$ cat config.mk
export PLATFORM = sky130hd
export DESIGN_NAME = bomba_multi
export DESIGN_NICKNAME = d
export VERILOG_FILES = /design/src/rtl/bomba_pkg.sv /design/src/rtl/bomba_antirrebote.sv /design/src/rtl/bomba_multi.sv
export SDC_FILE = /design/constraint.sdc
export NUM_CORES = 1
export LEC_CHECK = 0
export ABC_AREA = 0
export CAP_MARGIN = 20
export CELL_PAD_IN_SITES_DETAIL_PLACEMENT = 0
export CELL_PAD_IN_SITES_GLOBAL_PLACEMENT = 1
export CORE_ASPECT_RATIO = 1.2
export CORE_MARGIN = 4
export CORE_UTILIZATION = 48
export CTS_CLUSTER_DIAMETER = 80
export DETAILED_ROUTE_END_ITERATION = 8
export PLACE_DENSITY_LB_ADDON = 0.1
export SLEW_MARGIN = 0
export SYNTH_ARGS = -nofsm -noshare
export SYNTH_HDL_FRONTEND = slang
export SYNTH_SLANG_ARGS = --single-unit
$ cat constraint.sdc
create_clock -name ck -period 2.4 [get_ports ck]
set_clock_uncertainty 0.2 [all_clocks]
set_input_delay 0.48 -clock ck [delete_from_list [all_inputs] [get_ports ck]]
set_output_delay 0.48 -clock ck [all_outputs]
set_load 0.02 [all_outputs]
$ cat src/rtl/bomba_pkg.sv
// bomba_pkg: shared FSM state and alarm cause encodings
// for the multi-pump tank controller.
package bomba_pkg;

    typedef enum logic [1:0] {
        ESPERA  = 2'd0,
        LLENADO = 2'd1,
        PAUSA   = 2'd2,
        ALARMA  = 2'd3
    } estado_t;

    localparam logic [1:0] CAUSA_NINGUNA = 2'b00;
    localparam logic [1:0] CAUSA_SENSOR  = 2'b01;
    localparam logic [1:0] CAUSA_SECO    = 2'b10;
    localparam logic [1:0] CAUSA_TIMEOUT = 2'b11;

    // High probe wet while low probe dry is physically impossible.
    function automatic logic falla_sensor(
        input logic alto,
        input logic bajo
    );
        return alto & ~bajo;
    endfunction

endpackage

$ cat src/rtl/bomba_antirrebote.sv
// bomba_antirrebote: 2-flop synchroniser followed by a
// run-length debouncer; everything comes out of reset at 1.
module bomba_antirrebote
    import bomba_pkg::*;
#(
    parameter int DEB_CYC = 16
) (
    input  logic ck,
    input  logic rst_i,
    input  logic raw,
    output logic filt
);

    localparam int CW = (DEB_CYC > 1) ? $clog2(DEB_CYC) : 1;

    logic          s1;
    logic          s2;
    logic [CW-1:0] cnt;

    always_ff @(posedge ck or negedge rst_i) begin
        if (!rst_i) begin
            s1   <= 1'b1;
            s2   <= 1'b1;
            cnt  <= '0;
            filt <= 1'b1;
        end else begin
            s1 <= raw;
            s2 <= s1;
            if (s2 == filt) begin
                cnt <= '0;
            end else if (cnt == CW'(DEB_CYC - 1)) begin
                filt <= s2;
                cnt  <= '0;
            end else begin
                cnt <= cnt + 1'b1;
            end
        end
    end

endmodule

$ cat src/rtl/bomba_multi.sv
// bomba_multi: rotating-duty pump controller with anti-cycling
// rest, fill timeout, dry-run protection and latched alarm.
module bomba_multi
    import bomba_pkg::*;
#(
    parameter int N_BOMBAS         = 2,
    parameter int DEB_CYC          = 16,
    parameter int MIN_OFF_CYC      = 1024,
    parameter int FILL_TIMEOUT_CYC = 65536,
    localparam int LW = (N_BOMBAS > 1) ? $clog2(N_BOMBAS) : 1
) (
    input  logic                ck,
    input  logic                rst_i,
    input  logic                nivel_bajo_i,
    input  logic                nivel_alto_i,
    input  logic                cisterna_i,
    input  logic                ack_i,
    output logic [N_BOMBAS-1:0] bomba_o,
    output logic [LW-1:0]       lider_o,
    output logic                alarma_o,
    output logic [1:0]          causa_o
);

    localparam int TW = (FILL_TIMEOUT_CYC > 1) ?
                        $clog2(FILL_TIMEOUT_CYC) : 1;
    localparam int RW = (MIN_OFF_CYC > 1) ?
                        $clog2(MIN_OFF_CYC) : 1;

    logic bajo;
    logic alto;
    logic cist;

    bomba_antirrebote #(.DEB_CYC(DEB_CYC)) u_bajo (
        .ck    (ck),
        .rst_i (rst_i),
        .raw   (nivel_bajo_i),
        .filt  (bajo)
    );

    bomba_antirrebote #(.DEB_CYC(DEB_CYC)) u_alto (
        .ck    (ck),
        .rst_i (rst_i),
        .raw   (nivel_alto_i),
        .filt  (alto)
    );

    bomba_antirrebote #(.DEB_CYC(DEB_CYC)) u_cist (
        .ck    (ck),
        .rst_i (rst_i),
        .raw   (cisterna_i),
        .filt  (cist)
    );

    estado_t       estado;
    estado_t       estado_n;
    logic [LW-1:0] lider;
    logic [LW-1:0] lider_n;
    logic [LW-1:0] lider_sig;
    logic [1:0]    causa;
    logic [1:0]    causa_n;
    logic [TW-1:0] fill_cnt;
    logic [TW-1:0] fill_n;
    logic [RW-1:0] rest_cnt;
    logic [RW-1:0] rest_n;
    logic          sensor;
    logic          libre;

    always_ff @(posedge ck or negedge rst_i) begin
        if (!rst_i) begin
            estado   <= ESPERA;
            lider    <= '0;
            causa    <= CAUSA_NINGUNA;
            fill_cnt <= '0;
            rest_cnt <= '0;
        end else begin
            estado   <= estado_n;
            lider    <= lider_n;
            causa    <= causa_n;
            fill_cnt <= fill_n;
            rest_cnt <= rest_n;
        end
    end

    assign sensor    = falla_sensor(alto, bajo);
    assign lider_sig = (lider == LW'(N_BOMBAS - 1)) ?
                       '0 : lider + 1'b1;

    always_comb begin
        libre = 1'b1;
        unique case (causa)
            CAUSA_SENSOR: libre = ~sensor;
            CAUSA_SECO:   libre = cist;
            default:      libre = 1'b1;
        endcase
    end

    // Counters idle at zero outside their own state, so entry clears them.
    always_comb begin
        estado_n = estado;
        lider_n  = lider;
        causa_n  = causa;
        fill_n   = '0;
        rest_n   = '0;
        unique case (estado)
            ESPERA: begin
                if (sensor) begin
                    estado_n = ALARMA;
                    causa_n  = CAUSA_SENSOR;
                end else if (!bajo) begin
                    if (!cist) begin
                        estado_n = ALARMA;
                        causa_n  = CAUSA_SECO;
                    end else begin
                        estado_n = LLENADO;
                    end
                end
            end
            LLENADO: begin
                if (sensor) begin
                    estado_n = ALARMA;
                    causa_n  = CAUSA_SENSOR;
                end else if (!cist) begin
                    estado_n = ALARMA;
                    causa_n  = CAUSA_SECO;
                end else if (alto) begin
                    estado_n = PAUSA;
                    lider_n  = lider_sig;
                end else if (fill_cnt ==
                             TW'(FILL_TIMEOUT_CYC - 1)) begin
                    estado_n = ALARMA;
                    causa_n  = CAUSA_TIMEOUT;
                    lider_n  = lider_sig;
                end else begin
                    fill_n = fill_cnt + 1'b1;
                end
            end
            PAUSA: begin
                if (sensor) begin
                    estado_n = ALARMA;
                    causa_n  = CAUSA_SENSOR;
                end else if (rest_cnt == RW'(MIN_OFF_CYC - 1)) begin
                    estado_n = ESPERA;
                end else begin
                    rest_n = rest_cnt + 1'b1;
                end
            end
            ALARMA: begin
                if (sensor && causa != CAUSA_SENSOR) begin
                    causa_n = CAUSA_SENSOR;
                end else if (!cist && !bajo &&
                             causa == CAUSA_TIMEOUT) begin
                    causa_n = CAUSA_SECO;
                end else if (ack_i && libre) begin
                    estado_n = ESPERA;
                    causa_n  = CAUSA_NINGUNA;
                end
            end
        endcase
    end

    always_comb begin
        bomba_o = '0;
        for (int i = 0; i < N_BOMBAS; i++) begin
            bomba_o[i] = (estado == LLENADO) &&
                         (lider == LW'(i));
        end
    end

    assign lider_o  = lider;
    assign alarma_o = (estado == ALARMA);
    assign causa_o  = causa;

endmodule

[Word-level counts from Yosys, hierarchy flattened]
Cells that the tools add are included.
Cells by class
  reduce and logical (&&, ||, !) cells: 16
  bitwise gates (word level): 7
  add/subtract/negate cells: 6
  mux-type cells: 41
  equality and inequality tests: 26
Operator list (count)
  $mux W16: 5
  $mux W2: 21
  $mux W10: 3
  $mux W4: 6
  $add A16 B1 Y16 const B: 1
  $eq A16 B16 Y1 const B: 1
  $pmux W2 S4: 2
  $add A4 B1 Y4 const B: 3
  $eq A4 B4 Y1 const B: 3
  $reduce_and A6 Y1: 2
  $add A10 B1 Y10 const B: 1
  $eq A10 B10 Y1 const B: 1
  $ne A3 B3 Y1 const B: 3
  $eq A2 B2 Y1 const B: 4
  $ne A4 B4 Y1 const B: 2
  $logic_and A1 B1 Y1: 6
  $ne A2 B2 Y1 const B: 3
  $not A1 Y1: 6
  $reduce_and A2 Y1: 3
  $ne A5 B5 Y1 const B: 1
  $eq A2 B1 Y1 const B: 2
  $ne A2 B1 Y1 const B: 2
  $ne A4 B1 Y1 const B: 1
  $reduce_and A4 Y1: 1
  8 further kinds: 13
Storage, ports and cells
  register bits: 52

[Depth between registers and ports, before layout]
  depth in word-level cells: 9
  depth in mapped cells: 7
  mapped depth without buffers: 7

[Modules after synthesis]
Synthesis repeated with hierarchy kept, for this count alone.
Unflattened totals
  cells, all modules: 230
  area total of the unflattened synthesis: 2513.7 um^2
Modules (own cells, without submodules)
  bomba_multi: cells each 170, times used 1, area an instance 1661.6 um^2
  bomba_antirrebote: cells each 20, times used 3, area an instance 284.0 um^2

[Least setup slack after synthesis]
No wires, ideal clock.
  path kind: register -> register
  start point: register causa[0] (netlist: causa_o[0])
  end point: register causa[0] (netlist: causa_o[0])
  path slack: 0.395 ns
  setup time: 0.120 ns
  clock period less this slack: 2.005 ns
  required time: 2.080 ns
  arrival: 1.685 ns
  buffers on the path: 0
  cell stages (with the launch flop): 7
  cell sequence: dfrtp_1 inv_1 ha_1 a221o_1 a211oi_2 a311oi_2 o22a_2
On the way
  longest elaborated chain between the ends: 5
Ends and longest elaborated chain
  start, declared: line bomba_multi.sv:59  | logic [1:0] causa;
  start signal, assigned: line bomba_multi.sv:78  | causa <= causa_n;
  $eq A2 B2 Y1 (tied with other cells): line bomba_multi.sv:90  | unique case (causa)
  $pmux W1 S2 or $logic_and A1 B1 Y1 (tied branches): line bomba_multi.sv:90, bomba_multi.sv:150
  $logic_and A1 B1 Y1 or $mux W2 (tied branches): line bomba_multi.sv:153, bomba_multi.sv:150
  $ne A4 B1 Y1 (no line) or $mux W2 (tied branches)
  $reduce_and A6 Y1 (no line) or $pmux W2 S4 (tied branches)
Parallel ways exist; a longest one is shown, timed or not.
A chain may end at the register's enable or synchronous reset.

[Worst setup path in the final report]
  start point: register estado[1]
  end point: output port bomba_o[0]
On the way
  longest elaborated chain between the ends: 2
Ends and longest elaborated chain
  start, declared: line bomba_multi.sv:54  | estado_t estado;
  start signal, assigned: line bomba_multi.sv:76  | estado <= estado_n;
  $eq A2 B1 Y1: line bomba_multi.sv:164  | bomba_o[i] = (estado == LLENADO) &&
  $logic_and A1 B1 Y1: line bomba_multi.sv:164
  end, declared: line bomba_multi.sv:18  | output logic [N_BOMBAS-1:0] bomba_o,
Every way passes these cells.

==> flow_metrics.tcl <==
set metrics [dict create \
    avgRoutedWirePerCell_um 12.9 \
    slew_violations 0 \
    clk_latency_ns 0.29 \
    rsz0062_at_grt "no" \
    dp.cells 310 \
    critical_path_class "flip-flop to output pin" \
    place_congestion 0.767 \
    stdcell_count 318 \
    cts_setup_buffers 0 \
    h-tree-depth 2 \
    via_per_inst 5.31 \
    cts_hold_buf 0 \
    crit_chain "nor3b_1 -> clkdlybuf4s50_1" \
    cts.sinks 52 \
    wl_met3_um 106 \
    worst_ep_arrival_time_ns 1.63 \
    crit_family "buffers and inverters" \
    cp-start-kind "flip-flop" \
    slew_headroom_pct 57.9 \
    avgSynthCellArea_um2 10.7 \
    final_hold_viol_count 0 \
    vias 1687 \
    maxCapViolations 0 \
    drtIter0Drc 80 \
    slowest_delay_ns 0.63 \
    final_common_cell "dfrtp_1" \
    synthesis.nets 253 \
    top_layer "met4" \
    syn_inst 239 \
    drive_gt1_share_pct 14.7 \
    first_global_vias 1694 \
    pin_count 12 \
    ys_seq_area_share_pct 51.5 \
    tightestPinTransition_ns 0.631 \
    nets 271 \
    crit_slowest_cell "clkdlybuf4s50_1" \
    rows 28 \
    max_freq_ghz 0.433 \
    p_leak_nw 1.22 \
    coreArea_um2 5040 \
    routed_wl_um 4110 \
    cts_tree "built" \
    ys_seq_elements 52 \
    drt-met1-wl_um 2060 \
    start_util_pct 50.5 \
    total_power_w 0.00206 \
    crit_path_max_fanout 13 \
    synth_ff_type "dfrtp_1" \
    numCtsBuffers 5 \
    dieHeight_um 87.8 \
    most-common-layout-cells "dfrtp_1 (42), nor2_1 (34), xor2_1 (16), xnor2_1 (13), inv_1 (13)" \
    setup_tns_ns 0 \
    ir_drop_mv 0.272 \
    io_buffers 11 \
    clkTransAtPathRegs_ns 0.09 \
    area_delta_synth_final_pct 10.4 \
    antenna_left 0 \
    ys_types 47 \
    drtPass1Iterations 4 \
    cts.path.max_buffers 2 \
    route.met2.wl_um 1910 \
    async_flop_share_pct 100 \
    synth-edff-count 0 \
    overflow 0 \
    die_w_um 74.5 \
    n_antenna_cell 0 \
    period_needed_ns 2.31 \
    cp-end-kind "output pin" \
    outcome "finished clean" \
    synth_warnings 0 \
    die-area_um2 6540 \
    grt_pass1_wl_um 7490 \
    timing.final.crit_share_pct 96.2 \
    path_buf_inv 1 \
    cts-root-buf "clkbuf_8" \
    grt_start_max_net_pins 53 \
    drc 0 \
    synth_area_um2 2550 \
    grtUsageTotal_pct 14.5 \
    required_ns 1.72 \
    hpwl_um 2860 \
    setup_viol 0 \
    powerDensity_nw_per_um2 734 \
    min_path_type "input pin to async pin" \
    antenna_found_initial 0 \
]
==> cells by family (layout without fill, tap and decap cells) <==
| kind of cell | Yosys count | count (layout) | synth area share (%) |
|---|---|---|---|
| adder cells (fa/ha/maj) | 8 | 8 | 3.93 |
| XOR/XNOR | 29 | 29 | 9.97 |
| AND/OR/NAND/NOR | 92 | 92 | 19.4 |
| flip-flops | 52 | 52 | 51.5 |
| AO/OA/AOI/OAI | 36 | 36 | 9.82 |
| buffers and inverters | 19 | 38 | 4.08 |
| multiplexers | 3 | 3 | 1.33 |
==> per-layer routing <==
layer | global-route usage [%] | vias to the layer above
li1 | - | 855
met1 | 18.9 | 817
met2 | 23.7 | 12
met3 | 2.87 | 3
met4 | 5.34 | 0
met5 | 0 | -
==> repair_timing <==
| action | in CTS | in global routing |
|---|---|---|
| setup endpoints to repair | 2 | 1 |
| resized for setup | 1 | 1 |
| pin swaps | 0 | 0 |
==> layout make-up <==
class | count | area (um2)
inverter | 13 | 48.8
clock buffer | 8 | 90.1
multi-input combinational | 168 | 1130
timing repair buffer | 17 | 153
tap | 60 | 75.1
fill | 457 | 2230
sequential | 52 | 1310
==> stage by stage <==
step / area, um2 / hold WS, ns / utilization [%] / setup slack [ns]
6_report: 2810 / 0.0907 / 55.7 / 0.0913
5_1_grt: 2810 / 0.138 / 55.7 / 0.00684
4_1_cts: 2810 / 0.106 / 55.7 / 0.0281
3_5_place_dp: 2720 / 0.148 / 53.9 / 0.319
3_3_place_gp: 2720 / 0.146 / 53.9 / 0.325
2_1_floorplan: 2550 / -0.0156 / - / 0.395
==> state kept, by name, summed over array words and instances (netlist names) <==
signal,flops
u_bajo.cnt,4
u_cist.s2,1
u_alto.cnt,4
u_bajo.s2,1
lider_o,1
causa_o,2
u_cist.cnt,4
u_alto.s2,1
u_alto.s1,1
u_bajo.s1,1
estado,2
u_alto.filt,1
rest_cnt,10
fill_cnt,16
u_cist.filt,1
u_bajo.filt,1
u_cist.s1,1
==> cells in the mapped netlist (3+ instances only) <==
cell type / count / area, um2
a21oi_1: 9 / 45.0
xnor2_1: 13 / 114
nand3_1: 12 / 60.1
and3_1: 5 / 31.3
nor2_1: 34 / 128
a31o_2: 3 / 26.3
xor2_1: 16 / 140
o211ai_1: 3 / 22.5
dfstp_2: 9 / 236
nand4_1: 4 / 25.0
nor3b_1: 5 / 37.5
dfrtp_1: 43 / 1080
o21ai_0: 8 / 40.0
mux2_2: 3 / 33.8
nor2b_1: 3 / 18.8
nand2_1: 11 / 41.3
nand4b_1: 3 / 26.3
ha_1: 8 / 100
inv_1: 13 / 48.8
==> worst register-to-register path: stages (launching register included) <==
cell,delay [ns]
dfrtp_1,0.42
inv_1,0.07
ha_1,0.28
a221o_1,0.30
a211oi_2,0.34
a311oi_2,0.09
o22a_2,0.21
==> report_power, final <==
part / internal (W) / total, W / switching [W]
clock network: 0.000236 / 0.000496 / 0.000261
logic: 0.000255 / 0.000528 / 0.000273
registers: 0.000952 / 0.00104 / 0.0000885
total: 0.00144 / 0.00206 / 0.000622
==> final timing paths <==
path / start / end / slack [ns] / depth (start not counted)
hold / removal: rst_i / u_alto.cnt[2] / 0.09 / 2
min in group ck: u_bajo.s1 / u_bajo.s2 / 0.16 / 0
hold reg to reg: u_bajo.s1 / u_bajo.s2 / 0.16 / 0
setup reg to reg: causa_o[0] / causa_o[0] / 0.39 / 6
setup / recovery: estado[1] / bomba_o[0] / 0.09 / 2
max in group asynchronous: rst_i / estado[1] / 1.46 / 2
No activity file was read; power rests on OpenSTA's default activity.
